==> src/rtl/if_fetch_queue_if.sv <==
// Fetch-queue bundle: instruction-memory port, EX/ID redirects and the ID handshake.
// The master side is the fetch queue; the slave side is the surrounding pipeline/memory.
interface if_fetch_queue_if #(
  parameter int XLEN  = 64,
  parameter int ILEN  = 32,
  parameter int DEPTH = 4
);
  localparam int CW = $clog2(DEPTH + 1);

  logic            o_im_req;
  logic [XLEN-1:0] o_im_addr;
  logic [ILEN-1:0] i_im_rdata;

  logic            i_ex_redirect;
  logic [XLEN-1:0] i_ex_target;
  logic            i_id_redirect;
  logic [XLEN-1:0] i_id_target;

  logic            o_if_valid;
  logic [ILEN-1:0] o_if_instr;
  logic [XLEN-1:0] o_if_pc;
  logic            i_id_ready;
  logic [CW-1:0]   o_q_count;

  modport master (
    output o_im_req, o_im_addr, o_if_valid, o_if_instr, o_if_pc, o_q_count,
    input  i_im_rdata, i_ex_redirect, i_ex_target, i_id_redirect, i_id_target, i_id_ready
  );

  modport slave (
    input  o_im_req, o_im_addr, o_if_valid, o_if_instr, o_if_pc, o_q_count,
    output i_im_rdata, i_ex_redirect, i_ex_target, i_id_redirect, i_id_target, i_id_ready
  );
endinterface

==> src/rtl/if_fetch_queue.sv <==
// Instruction-fetch prefetch queue: DEPTH entries of {pc, instr} between a 1-cycle
// instruction memory and ID, flushed by EX/ID redirects.
module if_fetch_queue #(
  parameter int              XLEN     = 64,
  parameter int              ILEN     = 32,
  parameter int              DEPTH    = 4,
  parameter logic [XLEN-1:0] RESET_PC = '0
) (
  input logic             clk,
  input logic             rst_n,
  if_fetch_queue_if.master bus
);

  localparam int PW  = $clog2(DEPTH);
  localparam int CW  = $clog2(DEPTH + 1);
  localparam int CRW = CW + 1;

  logic [XLEN-1:0] pc_mem_q    [DEPTH];
  logic [ILEN-1:0] instr_mem_q [DEPTH];

  logic [PW-1:0]   rd_ptr_q, rd_ptr_d;
  logic [PW-1:0]   wr_ptr_q, wr_ptr_d;
  logic [CW-1:0]   count_q, count_d;
  logic            inflight_q, inflight_d;
  logic [XLEN-1:0] fetch_pc_q, fetch_pc_d;
  logic [XLEN-1:0] req_pc_q, req_pc_d;
  logic [XLEN-1:0] last_pc_q;
  logic [ILEN-1:0] last_instr_q;

  logic            valid;
  logic            pop;
  logic            push;
  logic            redirect;
  logic [XLEN-1:0] target;
  logic [CW:0]     credit;
  logic            issue;
  logic [XLEN-1:0] addr;

  assign valid    = (count_q != '0);
  assign redirect = bus.i_ex_redirect | bus.i_id_redirect;

  // EX outranks ID; targets are forced to word alignment.
  always_comb begin
    target = bus.i_ex_redirect ? bus.i_ex_target : bus.i_id_target;
    target = target & ~(XLEN'(3));
  end

  always_comb begin
    pop        = valid & bus.i_id_ready;
    push       = inflight_q & ~redirect;
    credit     = {1'b0, count_q} - CRW'(pop) + CRW'(inflight_q);
    issue      = 1'b0;
    addr       = fetch_pc_q;
    fetch_pc_d = fetch_pc_q;
    req_pc_d   = req_pc_q;
    inflight_d = 1'b0;
    count_d    = count_q;
    rd_ptr_d   = rd_ptr_q;
    wr_ptr_d   = wr_ptr_q;

    if (redirect) begin
      // The response landing this cycle belongs to the old path and is dropped.
      issue      = 1'b1;
      addr       = target;
      fetch_pc_d = target + XLEN'(4);
      req_pc_d   = target;
      inflight_d = 1'b1;
      count_d    = '0;
      rd_ptr_d   = '0;
      wr_ptr_d   = '0;
    end else begin
      // Only issue when the response is guaranteed a free slot on arrival.
      issue      = (credit < CRW'(DEPTH));
      inflight_d = issue;
      if (issue) begin
        fetch_pc_d = fetch_pc_q + XLEN'(4);
        req_pc_d   = fetch_pc_q;
      end
      if (push) wr_ptr_d = wr_ptr_q + PW'(1);
      if (pop)  rd_ptr_d = rd_ptr_q + PW'(1);
      count_d = count_q + CW'(push) - CW'(pop);
    end
  end

  always_ff @(posedge clk or negedge rst_n) begin
    if (!rst_n) begin
      rd_ptr_q     <= '0;
      wr_ptr_q     <= '0;
      count_q      <= '0;
      inflight_q   <= 1'b0;
      fetch_pc_q   <= RESET_PC;
      req_pc_q     <= '0;
      last_pc_q    <= '0;
      last_instr_q <= '0;
    end else begin
      rd_ptr_q   <= rd_ptr_d;
      wr_ptr_q   <= wr_ptr_d;
      count_q    <= count_d;
      inflight_q <= inflight_d;
      fetch_pc_q <= fetch_pc_d;
      req_pc_q   <= req_pc_d;
      if (valid) begin
        last_pc_q    <= pc_mem_q[rd_ptr_q];
        last_instr_q <= instr_mem_q[rd_ptr_q];
      end
    end
  end

  always_ff @(posedge clk) begin
    if (push) begin
      pc_mem_q[wr_ptr_q]    <= req_pc_q;
      instr_mem_q[wr_ptr_q] <= bus.i_im_rdata;
    end
  end

  // Request is held low while reset is asserted so the memory sees nothing then.
  assign bus.o_im_req   = issue & rst_n;
  assign bus.o_im_addr  = addr;
  assign bus.o_if_valid = valid;
  assign bus.o_if_pc    = valid ? pc_mem_q[rd_ptr_q]    : last_pc_q;
  assign bus.o_if_instr = valid ? instr_mem_q[rd_ptr_q] : last_instr_q;
  assign bus.o_q_count  = count_q;

  a_no_overflow: assert property (@(posedge clk) disable iff (!rst_n)
    !(push && (count_q == CW'(DEPTH))))
    else $error("if_fetch_queue: push into full queue");

endmodule

==> src/flat_wrapper.sv <==
// flat-port wrapper written by rule: the top's interface ports become plain ports
module if_fetch_queue_flat 
#(
  parameter int              XLEN     = 64,
  parameter int              ILEN     = 32,
  parameter int              DEPTH    = 4,
  parameter logic [XLEN-1:0] RESET_PC = '0
)
  (clk, rst_n, bus_o_im_req, bus_o_im_addr, bus_o_if_valid, bus_o_if_instr, bus_o_if_pc, bus_o_q_count, bus_i_im_rdata, bus_i_ex_redirect, bus_i_ex_target, bus_i_id_redirect, bus_i_id_target, bus_i_id_ready);
  if_fetch_queue_if #(.XLEN(XLEN), .ILEN(ILEN), .DEPTH(DEPTH)) bus_i ();
  input logic clk;
  input logic rst_n;
  output wire logic [$bits(bus_i.o_im_req)-1:0] bus_o_im_req;
  output wire logic [$bits(bus_i.o_im_addr)-1:0] bus_o_im_addr;
  output wire logic [$bits(bus_i.o_if_valid)-1:0] bus_o_if_valid;
  output wire logic [$bits(bus_i.o_if_instr)-1:0] bus_o_if_instr;
  output wire logic [$bits(bus_i.o_if_pc)-1:0] bus_o_if_pc;
  output wire logic [$bits(bus_i.o_q_count)-1:0] bus_o_q_count;
  input wire logic [$bits(bus_i.i_im_rdata)-1:0] bus_i_im_rdata;
  input wire logic [$bits(bus_i.i_ex_redirect)-1:0] bus_i_ex_redirect;
  input wire logic [$bits(bus_i.i_ex_target)-1:0] bus_i_ex_target;
  input wire logic [$bits(bus_i.i_id_redirect)-1:0] bus_i_id_redirect;
  input wire logic [$bits(bus_i.i_id_target)-1:0] bus_i_id_target;
  input wire logic [$bits(bus_i.i_id_ready)-1:0] bus_i_id_ready;
  assign bus_o_im_req = bus_i.o_im_req;
  assign bus_o_im_addr = bus_i.o_im_addr;
  assign bus_o_if_valid = bus_i.o_if_valid;
  assign bus_o_if_instr = bus_i.o_if_instr;
  assign bus_o_if_pc = bus_i.o_if_pc;
  assign bus_o_q_count = bus_i.o_q_count;
  assign bus_i.i_im_rdata = bus_i_im_rdata;
  assign bus_i.i_ex_redirect = bus_i_ex_redirect;
  assign bus_i.i_ex_target = bus_i_ex_target;
  assign bus_i.i_id_redirect = bus_i_id_redirect;
  assign bus_i.i_id_target = bus_i_id_target;
  assign bus_i.i_id_ready = bus_i_id_ready;
  if_fetch_queue #(.XLEN(XLEN), .ILEN(ILEN), .DEPTH(DEPTH), .RESET_PC(RESET_PC)) u_core (.clk(clk), .rst_n(rst_n), .bus(bus_i));
endmodule
==> config.mk <==
export PLATFORM = sky130hd
export DESIGN_NAME = if_fetch_queue_flat
export DESIGN_NICKNAME = d
export VERILOG_FILES = /design/src/rtl/if_fetch_queue_if.sv /design/src/rtl/if_fetch_queue.sv /design/src/flat_wrapper.sv
export SDC_FILE = /design/constraint.sdc
export NUM_CORES = 1
export LEC_CHECK = 0
export BUFFER_PORTS_ARGS = -buffer_cell sky130_fd_sc_hd__buf_4
export CAP_MARGIN = 10
export CORE_ASPECT_RATIO = 0.9
export CORE_MARGIN = 8
export CORE_UTILIZATION = 35
export CTS_CLUSTER_DIAMETER = 40
export DETAILED_ROUTE_END_ITERATION = 7
export PLACE_DENSITY = 0.64
export SKIP_LAST_GASP = 1
export SLEW_MARGIN = 20
export SYNTH_ARGS = -nofsm -noshare
export SYNTH_HDL_FRONTEND = slang
export SYNTH_SLANG_ARGS = --single-unit
==> constraint.sdc <==
create_clock -name clk -period 4.2 [get_ports clk]
set_clock_uncertainty 0.1 [all_clocks]
set_input_delay 0.42 -clock clk [delete_from_list [all_inputs] [get_ports clk]]
set_output_delay 0.42 -clock clk [all_outputs]
set_load 0.02 [all_outputs]
==> results of run 1 <==
## final cells by class
| cell class | instances | area [sq um] | area share |
|---|---|---|---|
| diodes | 1 | 2.502 | 0.00007696 |
| clock inverters | 69 | 833.3 | 0.02563 |
| inverters | 43 | 165.2 | 0.005080 |
| clock buffers | 105 | 2456 | 0.07554 |
| multi-input cells | 1088 | 7418 | 0.2282 |
| well taps | 950 | 1189 | 0.03656 |
| repair buffers | 422 | 3446 | 0.1060 |
| flip-flops and latches | 604 | 17000 | 0.5230 |
## metrics by stage
stage,setup WS [ps],power (mW)
detailed placement,97.72,11.57
global placement,239.4,11.47
floorplan,495.8,9.643
CTS,276.5,19.67
global route,124.9,20.26
finish,368.7,19.43
## how the worst max path moves through the flow
| stage | from | to | slack (ps) | cells past startpoint |
|---|---|---|---|---|
| 2_1_floorplan | bus_i_ex_redirect | u_core.fetch_pc_q[38]$_DFFE_PN0P_ | 500 | 13 |
| 3_3_place_gp | bus_i_ex_redirect | u_core.fetch_pc_q[53]$_DFFE_PN0P_ | 240 | 10 |
| 3_5_place_dp | bus_i_id_redirect | u_core.fetch_pc_q[49]$_DFFE_PN0P_ | 100 | 9 |
| 4_1_cts | u_core.bus.o_q_count[2]$_DFF_PN0_ | bus_o_im_req | 280 | 11 |
| 5_1_grt | u_core.bus.o_q_count[2]$_DFF_PN0_ | bus_o_im_req | 120 | 11 |
| 6_report | u_core.bus.o_q_count[2]$_DFF_PN0_ | bus_o_im_req | 370 | 11 |
## power by group through the flow
stage | Sequential, mW | Combinational [mW] | Clock, mW
final | 7.64 | 3.79 | 8.00
after detailed placement | 7.74 | 3.83 | 0
after CTS | 7.64 | 3.87 | 8.17
after global routing | 7.72 | 4.13 | 8.40
after floorplan | 7.59 | 2.05 | 0
after global placement | 7.70 | 3.78 | 0
## sequential cells by signal, indices dropped and copies added (netlist names), 2 cells and up
name	cells
u_core.rd_ptr_q	2
u_core.instr_mem_q	128
u_core.wr_ptr_q	2
u_core.pc_mem_q	248
u_core.last_instr_q	32
u_core.last_pc_q	64
u_core.bus.o_q_count	3
u_core.req_pc_q	62
u_core.fetch_pc_q	62
## routing by layer
metal  vias up  GRT usage  routed length, um
li1       7493          -                  -
met1      8312     0.2473              32890
met2       609     0.2835              34070
met3       102    0.05455               5973
met4         6    0.04615               1326
met5         -          0                 35
## cell usage in the layout (no fill, tap or decap), drive strengths merged, types with 18 or more instances in the layout
cell         count
buf            389
nand4           26
nor2            54
o21a            29
clkbuf         105
dfrtp          228
o21ai          104
clkinv          26
nor3            18
a31oi           20
nand2          502
inv             60
mux2i           63
xnor2           36
nor4            18
edfxtp         376
mux4            94
nand3           22
dlygate4sd3     33
## worst max-delay path, delay by kind of cell (launching register included)
| family | cells | cell delay [ps] |
|---|---|---|
| and+or+nand+nor | 5 | 880 |
| buffers and inverters | 3 | 490 |
| adders and majority gates | 2 | 480 |
| DFF | 1 | 460 |
| AOI/OAI and AO/OA | 1 | 360 |
## kinds of logic after synthesis
group,after synthesis,share of synthesized area
compound gates,182,0.04549
mux,164,0.1130
buf+inv,149,0.02537
fa+ha+maj,11,0.005805
other cells,1,0.0001500
xor+xnor,39,0.01366
simple gates,690,0.1167
flops,604,0.6798
==> key figures, run 1 <==
Yosys
  – Syn_area_per_cell: between 10 and 15 sq um
  – Mapped Cells: 1,840
  – Most common cell in the synthesized netlist: nand2_1
  – Most common library cells after synthesis: 502 x nand2_1, 376 x edfxtp_1, 228 x dfrtp_1
  – Ys flop type: edfxtp_1
  – Syn Std Cell Area: between 20,000 and 30,000 sq um
  – Area fraction of the dominant cell type after synthesis: 0.4516
  – Synth Register Bits: around 600
  – Async S/R FF share, synth: 0.3775
  – Part of the Yosys area used for sequential elements: 0.6798
  – EDFF count, synth: 376
  – Library cells used by synthesis: 56
  – Synth area leader: edfxtp_1
  – Synth top area cells: edfxtp_1 45%, dfrtp_1 23%, mux4_2 8.5%, nand2_1 7.5%, mux2i_1 2.5%
  – Syn. warnings: 0

Clocking
  – Clk buf depth: 3
  – Reg clk slew, reported paths: approximately 60 ps
  – CTS tree: built
  – TritonCTS Buffers: 92
  – Post_cts resized: 0
  – Postcts setup bufs: 0
  – Worst-Skew Late Latency: around 630 ps
  – Clk root buf: clkbuf_16
  – Sink Count: about 600
  – # H-tree levels: 3
  – Hold buffer count at CTS: 33

STA
  – Worst-Margin Slew: around 850 ps
  – Crit share post-route: 0.9122
  – Final setup viols: 0
  – Slew margin rel.: 0.4323
  – Final Hold Slack: approximately 110 ps
  – Fmax: roughly 260 MHz
  – Max Slew Vio Count: 0
  – Unrepaired setup endpoints after global routing: no
  – Final min period: ~3800 ps
  – Final Hold Viols: 0
  – Setup total negative slack: 0 ps

Critical path
  – Worst-path maximum fanout: 9
  – Critical path, cell by cell: nor3_2 -> nor2b_1 -> ha_1 -> inv_1 -> ha_1 -> nand3_1 -> nand2_1 -> a221oi_4 -> clkinv_2 -> and2_1 -> buf_4
  – FF-to-FF Start: u_core.bus.o_q_count[2]$_DFF_PN0_
  – Register-to-Register Setup Slack: ~660 ps
  – Worst Reg-to-Reg Cells: 11
  – Crit path capture type: output pin
  – CP max stage delay: between 400 and 500 ps
  – Crit path launch type: flop
  – Crit Reg-Reg Endpoint: u_core.fetch_pc_q[13]$_DFFE_PN0P_
  – Crit path required time: about 3700 ps
  – Critical path class: reg2out
  – Critical path's slowest cell: dfrtp_1
  – Crit path DAT: approximately 3300 ps
  – Critical Path Most Common Cell: ha_1

Min path
  – Worst hold path depth: 5
  – Worst Hold Class: in2reg
  – Hold endpoint: u_core.req_pc_q[21]$_DFFE_PN0P_
  – Worst hold path startpoint: bus_i_ex_target[21]

GRT
  – First-pass GRT wire length: 111,500 um
  – Pin count of the biggest net entering global routing: 120
  – Gr ovfl total: 0
  – GRT Overall Usage: 0.1817
  – Vias in the first global route: 17,470
  – Antenna violations before repair: 5

Pwr
  – Switching share of power: 0.2937
  – Combinational fraction of design power: 0.195
  – Pleak: ~13 nW
  – Peak VDD IR: approximately 0.27 mV
  – Psw: approximately 5.7 mW
  – Sequential share of power: 0.393
  – Internal power: ~14 mW
  – Clock share of power: 0.412
  – PwrDens: ~600 nW/um^2

Place
  – Area post-placement: between 20,000 and 30,000 sq um
  – Routability-driven placement congestion ratio: 0.8794
  – DP HPWL: about 49,000 um
  – Port Buf Inserts: about 320
  – Placed Instances: ~3,100

Cells and area
  – Final nets: between 2,000 and 2,500
  – Post-layout util: 0.4573
  – Layout cells sized above 1: 0.2943
  – Fillers: about 6,400
  – Cell Count, Final, Fillers Out: 3,282
  – Synthesis-to-layout area growth: 30.04%
  – Final Cell Area: between 30,000 and 40,000 sq um

Die
  – Die width: just under 300 um
  – DIE HEIGHT: approximately 270 um
  – FP Rows: 93
  – Core area: ~71,000 sq um
  – Starting Density: 0.3517
  – DIE AREA: between 80,000 and 90,000 sq um
  – I/O Pins: 330

Detailed routing
  – Post-DRT Antenna Nets: 0
  – DR vias/cell: approximately 5.0
  – Routed len/inst: 22.64 um
  – DRC violations left: 0
  – DR vias: between 15,000 and 20,000
  – DRT Pass-1 Iters: 5
  – Number of DRC markers in iteration 0: 1,233
  – DRT Wirelength: 74,290 um

Run
  – Max-Cap Viols: 0

Run status
  – Status: complete, no violations
No activity file was read; power rests on OpenSTA's default activity.
==> run 2, diff against run 1 <==
- clock period: 4.2 -> 3.7 ns (I/O delays scaled with it)
==> run 2 against run 1 <==
Effect of this change: clock power is 14% higher; utilization is 0.47 points higher; sequential cell count stayed put; register-to-register slack worse by 290 ps; critical endpoint unchanged; largest cell class unchanged.
==> key figures, run 2 (synthesis gave the netlist of run 1 again) <==
Run
  – Max-Cap Viols: 0 (unchanged)

Cells and area
  – Most common cell after layout, fill and taps aside: nand2_1 (unchanged)
  – Layout cells sized above 1: 0.3057 (was 0.2943)
  – Post-layout util: 0.4620 (was 0.4573)
  – Top Registers: u_core.pc_mem_q (248), u_core.instr_mem_q (128), u_core.last_pc_q (64) (unchanged)
  – Fillers: 6,310 (was 6,372)
  – Sequential cell area: 17,000 sq um (unchanged)
  – Max reg flops: 248 (unchanged)
  – Cell Count, Final, Fillers Out: 3,314 (was 3,282)
  – Area of the multi-input gates: 7426 sq um (was 7418 sq um)
  – Final Cell Area: 32,850 sq um (was 32,510 sq um)
  – Commonest non-fill, non-tap cells in the layout: 502 x nand2_1, 392 x buf_4, 376 x edfxtp_1, 226 x dfrtp_1, 99 x clkbuf_16 (was 502 x nand2_1, 376 x edfxtp_1, 373 x buf_4, 226 x dfrtp_1, 96 x clkbuf_16)
  – Final nets: 2,455 (was 2,427)
  – Synthesis-to-layout area growth: 31.37% (was 30.04%)
  – Most flops, register: u_core.pc_mem_q (unchanged)

STA
  – Unrepaired setup endpoints after global routing: no (unchanged)
  – Setup total negative slack: 0 ps (unchanged)
  – Final setup viols: 0 (unchanged)
  – Final Hold Slack: 83.68 ps (was 114.4 ps)
  – Max Slew Vio Count: 0 (unchanged)
  – Crit share post-route: 0.9451
  – Worst-Margin Slew: 830.2 ps (was 851.6 ps)
  – Final Hold Viols: 0 (unchanged)
  – Final min period: around 3500 ps
  – Slew margin rel.: 0.4428 (was 0.4323)
  – Fmax: 286.0 MHz
  – Worst setup margin: 203.0 ps (was 368.7 ps)

Detailed routing
  – Number of DRC markers in iteration 0: 1,168 (was 1,233)
  – DRC violations left: 0 (unchanged)
  – DRT Pass-1 Iters: 5 (unchanged)
  – Post-DRT Antenna Nets: 0 (unchanged)
  – DR vias/cell: 5.013 (was 5.034)
  – Routed len/inst: 22.26 um (was 22.64 um)
  – DR vias: 16,610 (was 16,520)
  – DRT Wirelength: 73,760 um (was 74,290 um)

Clocking
  – CTS tree: built (unchanged)
  – Worst-Skew Late Latency: 630 ps (about the same)
  – Clk buf depth: 3 (unchanged)
  – TritonCTS Buffers: 95 (was 92)
  – # H-tree levels: 3 (unchanged)
  – Clk root buf: clkbuf_16 (unchanged)
  – Sink Count: 604 (unchanged)
  – Reg clk slew, reported paths: 50 ps (was 60 ps)

Critical path
  – Crit path required time: 3230 ps (was 3680 ps)
  – Register-to-Register Setup Slack: 370 ps (was 660 ps)
  – Crit path DAT: 3030 ps (was 3310 ps)
  – Critical path class: reg2out (unchanged)
  – Worst-path maximum fanout: 5 (was 9)
  – Crit Reg-Reg Endpoint: u_core.fetch_pc_q[50]$_DFFE_PN0P_ (was u_core.fetch_pc_q[13]$_DFFE_PN0P_)
  – Crit path launch type: flop (unchanged)
  – Crit path capture type: output pin (unchanged)
  – Worst Reg-to-Reg Cells: 13 (was 11)
  – FF-to-FF Start: u_core.bus.o_q_count[1]$_DFF_PN0_ (was u_core.bus.o_q_count[2]$_DFF_PN0_)

Min path
  – Worst Hold Class: in2reg (unchanged)
  – Worst hold path depth: 4 (was 5)
  – Worst hold path startpoint: bus_i_ex_target[13] (was bus_i_ex_target[21])
  – Hold endpoint: u_core.req_pc_q[13]$_DFFE_PN0P_ (was u_core.req_pc_q[21]$_DFFE_PN0P_)

Die
  – FP Rows: 93 (unchanged)
  – Starting Density: 0.3517 (unchanged)
  – I/O Pins: 330 (unchanged)
  – DIE HEIGHT: 269.6 um (unchanged)
  – Core area: 71,100 sq um (unchanged)
  – Die width: 297.7 um (unchanged)
  – DIE AREA: 80,260 sq um (unchanged)

GRT
  – GRT Overall Usage: 0.1798 (was 0.1817)
  – Antenna violations before repair: 7 (was 5)
  – Pin count of the biggest net entering global routing: 80 (was 120)
  – Vias in the first global route: 17,490 (was 17,470)
  – Gr ovfl total: 0 (unchanged)
  – First-pass GRT wire length: 110,700 um (was 111,500 um)

Pwr
  – Pleak: 13.09 nW (was 12.90 nW)
  – Peak VDD IR: 0.4074 mV (was 0.2748 mV)
  – PwrDens: 674.0 nW/um^2 (was 597.6 nW/um^2)
  – Power Total: 22.14 mW (was 19.43 mW)

Place
  – Port Buf Inserts: 323 (unchanged)
  – Routability-driven placement congestion ratio: 0.8781 (was 0.8794)
  – Placed Instances: 3,095 (was 3,074)
  – Area post-placement: 29,120 sq um (was 28,890 sq um)
  – Setup WS pre-CTS: -139.8 ps (was 97.72 ps)
  – DP HPWL: 50,510 um (was 48,930 um)

Run status
  – Status: complete, no violations (unchanged)
run 2: cell count changes in the layout (fill, tap and decap cells not counted), sizes merged:
cell	previous run	this run
clkinvlp	13	8
clkbuf	105	109
clkinv	26	24
bufinv	13	6
inv	60	76
buf	389	414
diode	1	2
run 2: cell type report:
type                            instances  area share
Antenna cell                            2   0.0001524
Sequential cell                       604      0.5177
Inverter                               43    0.005142
Timing Repair Buffer                  447      0.1129
Clock buffer                          109     0.07778
Clock inverter                         71     0.02407
Tap cell                              950     0.03619
Multi-Input combinational cell       1088      0.2261
run 2: how the worst max path moves through the flow:
stage                                              to  depth (start not counted)                               from  slack, ps
finish                                   bus_o_im_req                         11  u_core.bus.o_q_count[1]$_DFF_PN0_        200
global route                             bus_o_im_req                         11  u_core.bus.o_q_count[1]$_DFF_PN0_         30
CTS                                      bus_o_im_req                         11  u_core.bus.o_q_count[1]$_DFF_PN0_         40
detailed placement  u_core.fetch_pc_q[45]$_DFFE_PN0P_                         10                  bus_i_id_redirect       -140
global placement    u_core.fetch_pc_q[53]$_DFFE_PN0P_                         11                  bus_i_ex_redirect         -5
floorplan           u_core.fetch_pc_q[38]$_DFFE_PN0P_                         13                  bus_i_ex_redirect         50
run 2: report_power, final:
group / internal [mW] / switching [mW]
sequential: 8.22 / 0.441
clock: 5.57 / 3.56
combinational: 1.63 / 2.72
total: 15.4 / 6.72
run 2: timing repair:
action | in CTS | in global routing
hold buffers | 33 | 0
setup endpoints to repair | 1 | 1
endpoints found under the hold margin | 188 | 0
setup buffers | 0 | 4
resized for setup | 2 | 1
pin swaps | 0 | 2
run 2: worst max-delay path, cell delays in order, from the launching register on:
cell	delay, ps
dfrtp_1	420
nor3_2	240
nor2b_2	90
ha_1	190
inv_1	100
ha_1	260
nand3_2	110
nand2_1	90
a221oi_4	400
clkinv_4	150
and2_1	200
buf_4	160
run 2: per-layer routing:
metal	vias up	GRT usage	share of wire
met5	-	0	0.00062
met4	8	0.04615	0.018
met3	101	0.05479	0.081
met2	579	0.2865	0.46
met1	8336	0.2391	0.44
li1	7589	-	-
==> run 3, diff against run 2 <==
- RECOVER_POWER: not set -> 50
==> run 3 against run 2 <==
Effect of this change: the flow now finishes with violations (capacitance limit, slew limit); sequential share of layout area rose by 0.29 points; first-iteration DRC count rose by 2.7%; via count about the same; setup slack got worse by 5.1 ps; critical path type unchanged; critical endpoint unchanged.
==> key figures, run 3 (synthesis gave the netlist of run 1 again) <==
Run status
  – Status: finished, violations left (was complete, no violations)
  – Violated checks: capacitance limit, slew limit

Cells and area
  – Final Cell Area: 32,670 sq um (was 32,850 sq um)
  – Layout cells sized above 1: 0.2887 (was 0.3057)
  – Synthesis-to-layout area growth: 30.65% (was 31.37%)
  – Final nets: 2,455 (unchanged)
  – Post-layout util: 0.4595 (was 0.4620)
  – Commonest non-fill, non-tap cells in the layout: 502 x nand2_1, 376 x edfxtp_1, 355 x buf_4, 226 x dfrtp_1, 99 x clkbuf_16 (was 502 x nand2_1, 392 x buf_4, 376 x edfxtp_1, 226 x dfrtp_1, 99 x clkbuf_16)
  – Top Registers: u_core.pc_mem_q (248), u_core.instr_mem_q (128), u_core.last_pc_q (64) (unchanged)
  – Most common cell after layout, fill and taps aside: nand2_1 (unchanged)
  – Most flops, register: u_core.pc_mem_q (unchanged)
  – Max reg flops: 248 (unchanged)

Die
  – DIE HEIGHT: 269.6 um (unchanged)
  – DIE AREA: 80,260 sq um (unchanged)
  – Starting Density: 0.3517 (unchanged)
  – Core area: 71,100 sq um (unchanged)
  – Die width: 297.7 um (unchanged)
  – I/O Pins: 330 (unchanged)
  – FP Rows: 93 (unchanged)

Detailed routing
  – DRC violations left: 0 (unchanged)
  – DRT Pass-1 Iters: 5 (unchanged)
  – Number of DRC markers in iteration 0: 1,200 (was 1,168)
  – Routed len/inst: 22.28 um (was 22.26 um)
  – DR vias: 16,620 (was 16,610)
  – DRT Wirelength: 73,820 um (was 73,760 um)
  – DR vias/cell: 5.014 (was 5.013)
  – Post-DRT Antenna Nets: 0 (unchanged)

Critical path
  – Worst Reg-to-Reg Cells: 13 (unchanged)
  – Register-to-Register Setup Slack: 380 ps (was 370 ps)
  – Critical path class: reg2out (unchanged)
  – Crit path capture type: output pin (unchanged)
  – Critical path launch point: u_core.bus.o_q_count[1]$_DFF_PN0_ (unchanged)
  – Worst-path maximum fanout: 5 (unchanged)
  – Crit path launch type: flop (unchanged)
  – Crit path required time: 3230 ps (about the same)
  – FF-to-FF Start: u_core.bus.o_q_count[1]$_DFF_PN0_ (unchanged)
  – Crit Reg-Reg Endpoint: u_core.fetch_pc_q[50]$_DFFE_PN0P_ (unchanged)
  – Crit path DAT: 3030 ps (about the same)

Clocking
  – Worst-Skew Late Latency: 630 ps (about the same)
  – Sink Count: 604 (unchanged)
  – Clk buf depth: 3 (unchanged)
  – Reg clk slew, reported paths: 60 ps (was 50 ps)
  – CTS tree: built (unchanged)
  – Clk root buf: clkbuf_16 (unchanged)
  – TritonCTS Buffers: 95 (unchanged)
  – # H-tree levels: 3 (unchanged)

Min path
  – Worst hold path depth: 4 (unchanged)
  – Hold endpoint: u_core.req_pc_q[25]$_DFFE_PN0P_ (was u_core.req_pc_q[13]$_DFFE_PN0P_)
  – Worst hold path startpoint: bus_i_ex_target[25] (was bus_i_ex_target[13])
  – Worst Hold Class: in2reg (unchanged)

STA
  – Final Hold Viols: 0 (unchanged)
  – Slew margin rel.: -0.2890 (was 0.4428)
  – Worst-Margin Slew: 1934 ps (was 830.2 ps)
  – Unrepaired setup endpoints after global routing: no (unchanged)
  – Final min period: 3502 ps (was 3497 ps)
  – Max Slew Vio Count: 140 (was 0)
  – Fmax: 285.5 MHz (was 286.0 MHz)
  – Crit share post-route: 0.9465 (was 0.9451)
  – Final Hold Slack: 88.92 ps (was 83.68 ps)
  – Worst setup margin: 197.8 ps (was 203.0 ps)
  – Final setup viols: 0 (unchanged)

GRT
  – Antenna violations before repair: 7 (unchanged)
  – First-pass GRT wire length: 110,700 um (unchanged)
  – Pin count of the biggest net entering global routing: 80 (unchanged)
  – Gr ovfl total: 0 (unchanged)
  – GRT Overall Usage: 0.1798 (unchanged)
  – Vias in the first global route: 17,490 (unchanged)

Place
  – DP HPWL: 50,510 um (unchanged)
  – Area post-placement: 29,120 sq um (unchanged)
  – Setup WS pre-CTS: -139.8 ps (unchanged)
  – Port Buf Inserts: 323 (unchanged)
  – Routability-driven placement congestion ratio: 0.8781 (unchanged)

Run
  – Max-Cap Viols: 5 (was 0)

Pwr
  – Peak VDD IR: 0.4084 mV (was 0.4074 mV)
  – Psw: 6.723 mW (about the same)
  – Sequential share of power: 0.391 (about the same)
  – Combinational fraction of design power: 0.196 (was 0.197)
  – Switching share of power: 0.3040 (was 0.3037)
  – Pleak: 12.95 nW (was 13.09 nW)
  – Internal power: 15.40 mW (was 15.41 mW)
  – Clock share of power: 0.413 (was 0.412)
  – PwrDens: 677.1 nW/um^2 (was 674.0 nW/um^2)
run 3: changes by cell type in the layout (fill, tap and decap cells not counted), sizes merged:
cell	before	now
buf	414	375
clkbuf	109	148
run 3: worst max path at each step:
stage,endpoint,cells past startpoint
6_report,bus_o_im_req,11
5_1_grt,u_core.req_pc_q[36]$_DFFE_PN0P_,3
4_1_cts,bus_o_im_req,11
3_5_place_dp,u_core.fetch_pc_q[45]$_DFFE_PN0P_,10
3_3_place_gp,u_core.fetch_pc_q[53]$_DFFE_PN0P_,11
2_1_floorplan,u_core.fetch_pc_q[38]$_DFFE_PN0P_,13
run 3: critical path, cell delays in order (launching register included):
cell	delay [ps]
dfrtp_1	420
nor3_2	240
nor2b_2	100
ha_1	190
inv_1	100
ha_1	260
nand3_2	110
nand2_1	90
a221oi_4	390
clkinv_4	150
and2_1	200
buf_4	170
run 3: layer usage:
layer  GRT usage  wire [um]  share of wire  vias up
met5           0         46        0.00062        -
met4     0.04615       1369          0.019        8
li1            -          -              -     7584
met2      0.2865      34310           0.46      580
met3     0.05479       6287          0.085      103
met1      0.2391      31810           0.43     8340
run 3: power by group through the flow:
stage	Combinational, mW	Sequential [mW]	Clock [mW]
after floorplan	2.33	8.62	0
after global placement	4.33	8.72	0
after detailed placement	4.39	8.78	0
after CTS	4.43	8.66	9.32
after global routing	4.71	8.75	9.59
final	4.33	8.66	9.13
run 3: through the flow:
stage | cells | total power, mW | TNS, ps
floorplan | 1841 | 10.95 | 0
global placement | 3095 | 13.05 | -6.215
detailed placement | 3095 | 13.17 | -442.9
CTS | 3308 | 22.40 | 0
global route | 3312 | 23.04 | 0
finish | 3314 | 22.12 | 0
run 3: cell type report:
type	count	area (sq um)
Clock inverter	71	790.8
Fill cell	6354	38430
Multi-Input combinational cell	1088	7406
Tap cell	950	1189
Timing Repair Buffer	447	3548
Inverter	43	168.9
Clock buffer	109	2555
Antenna cell	2	5.005
Sequential cell	604	17000
run 3: what timing repair did:
item,CTS,global route
setup endpoints to repair,1,1
pin swaps,0,2
hold buffers,33,0
resized for setup,2,1
hold endpoints to repair,188,0
setup buffers,0,4
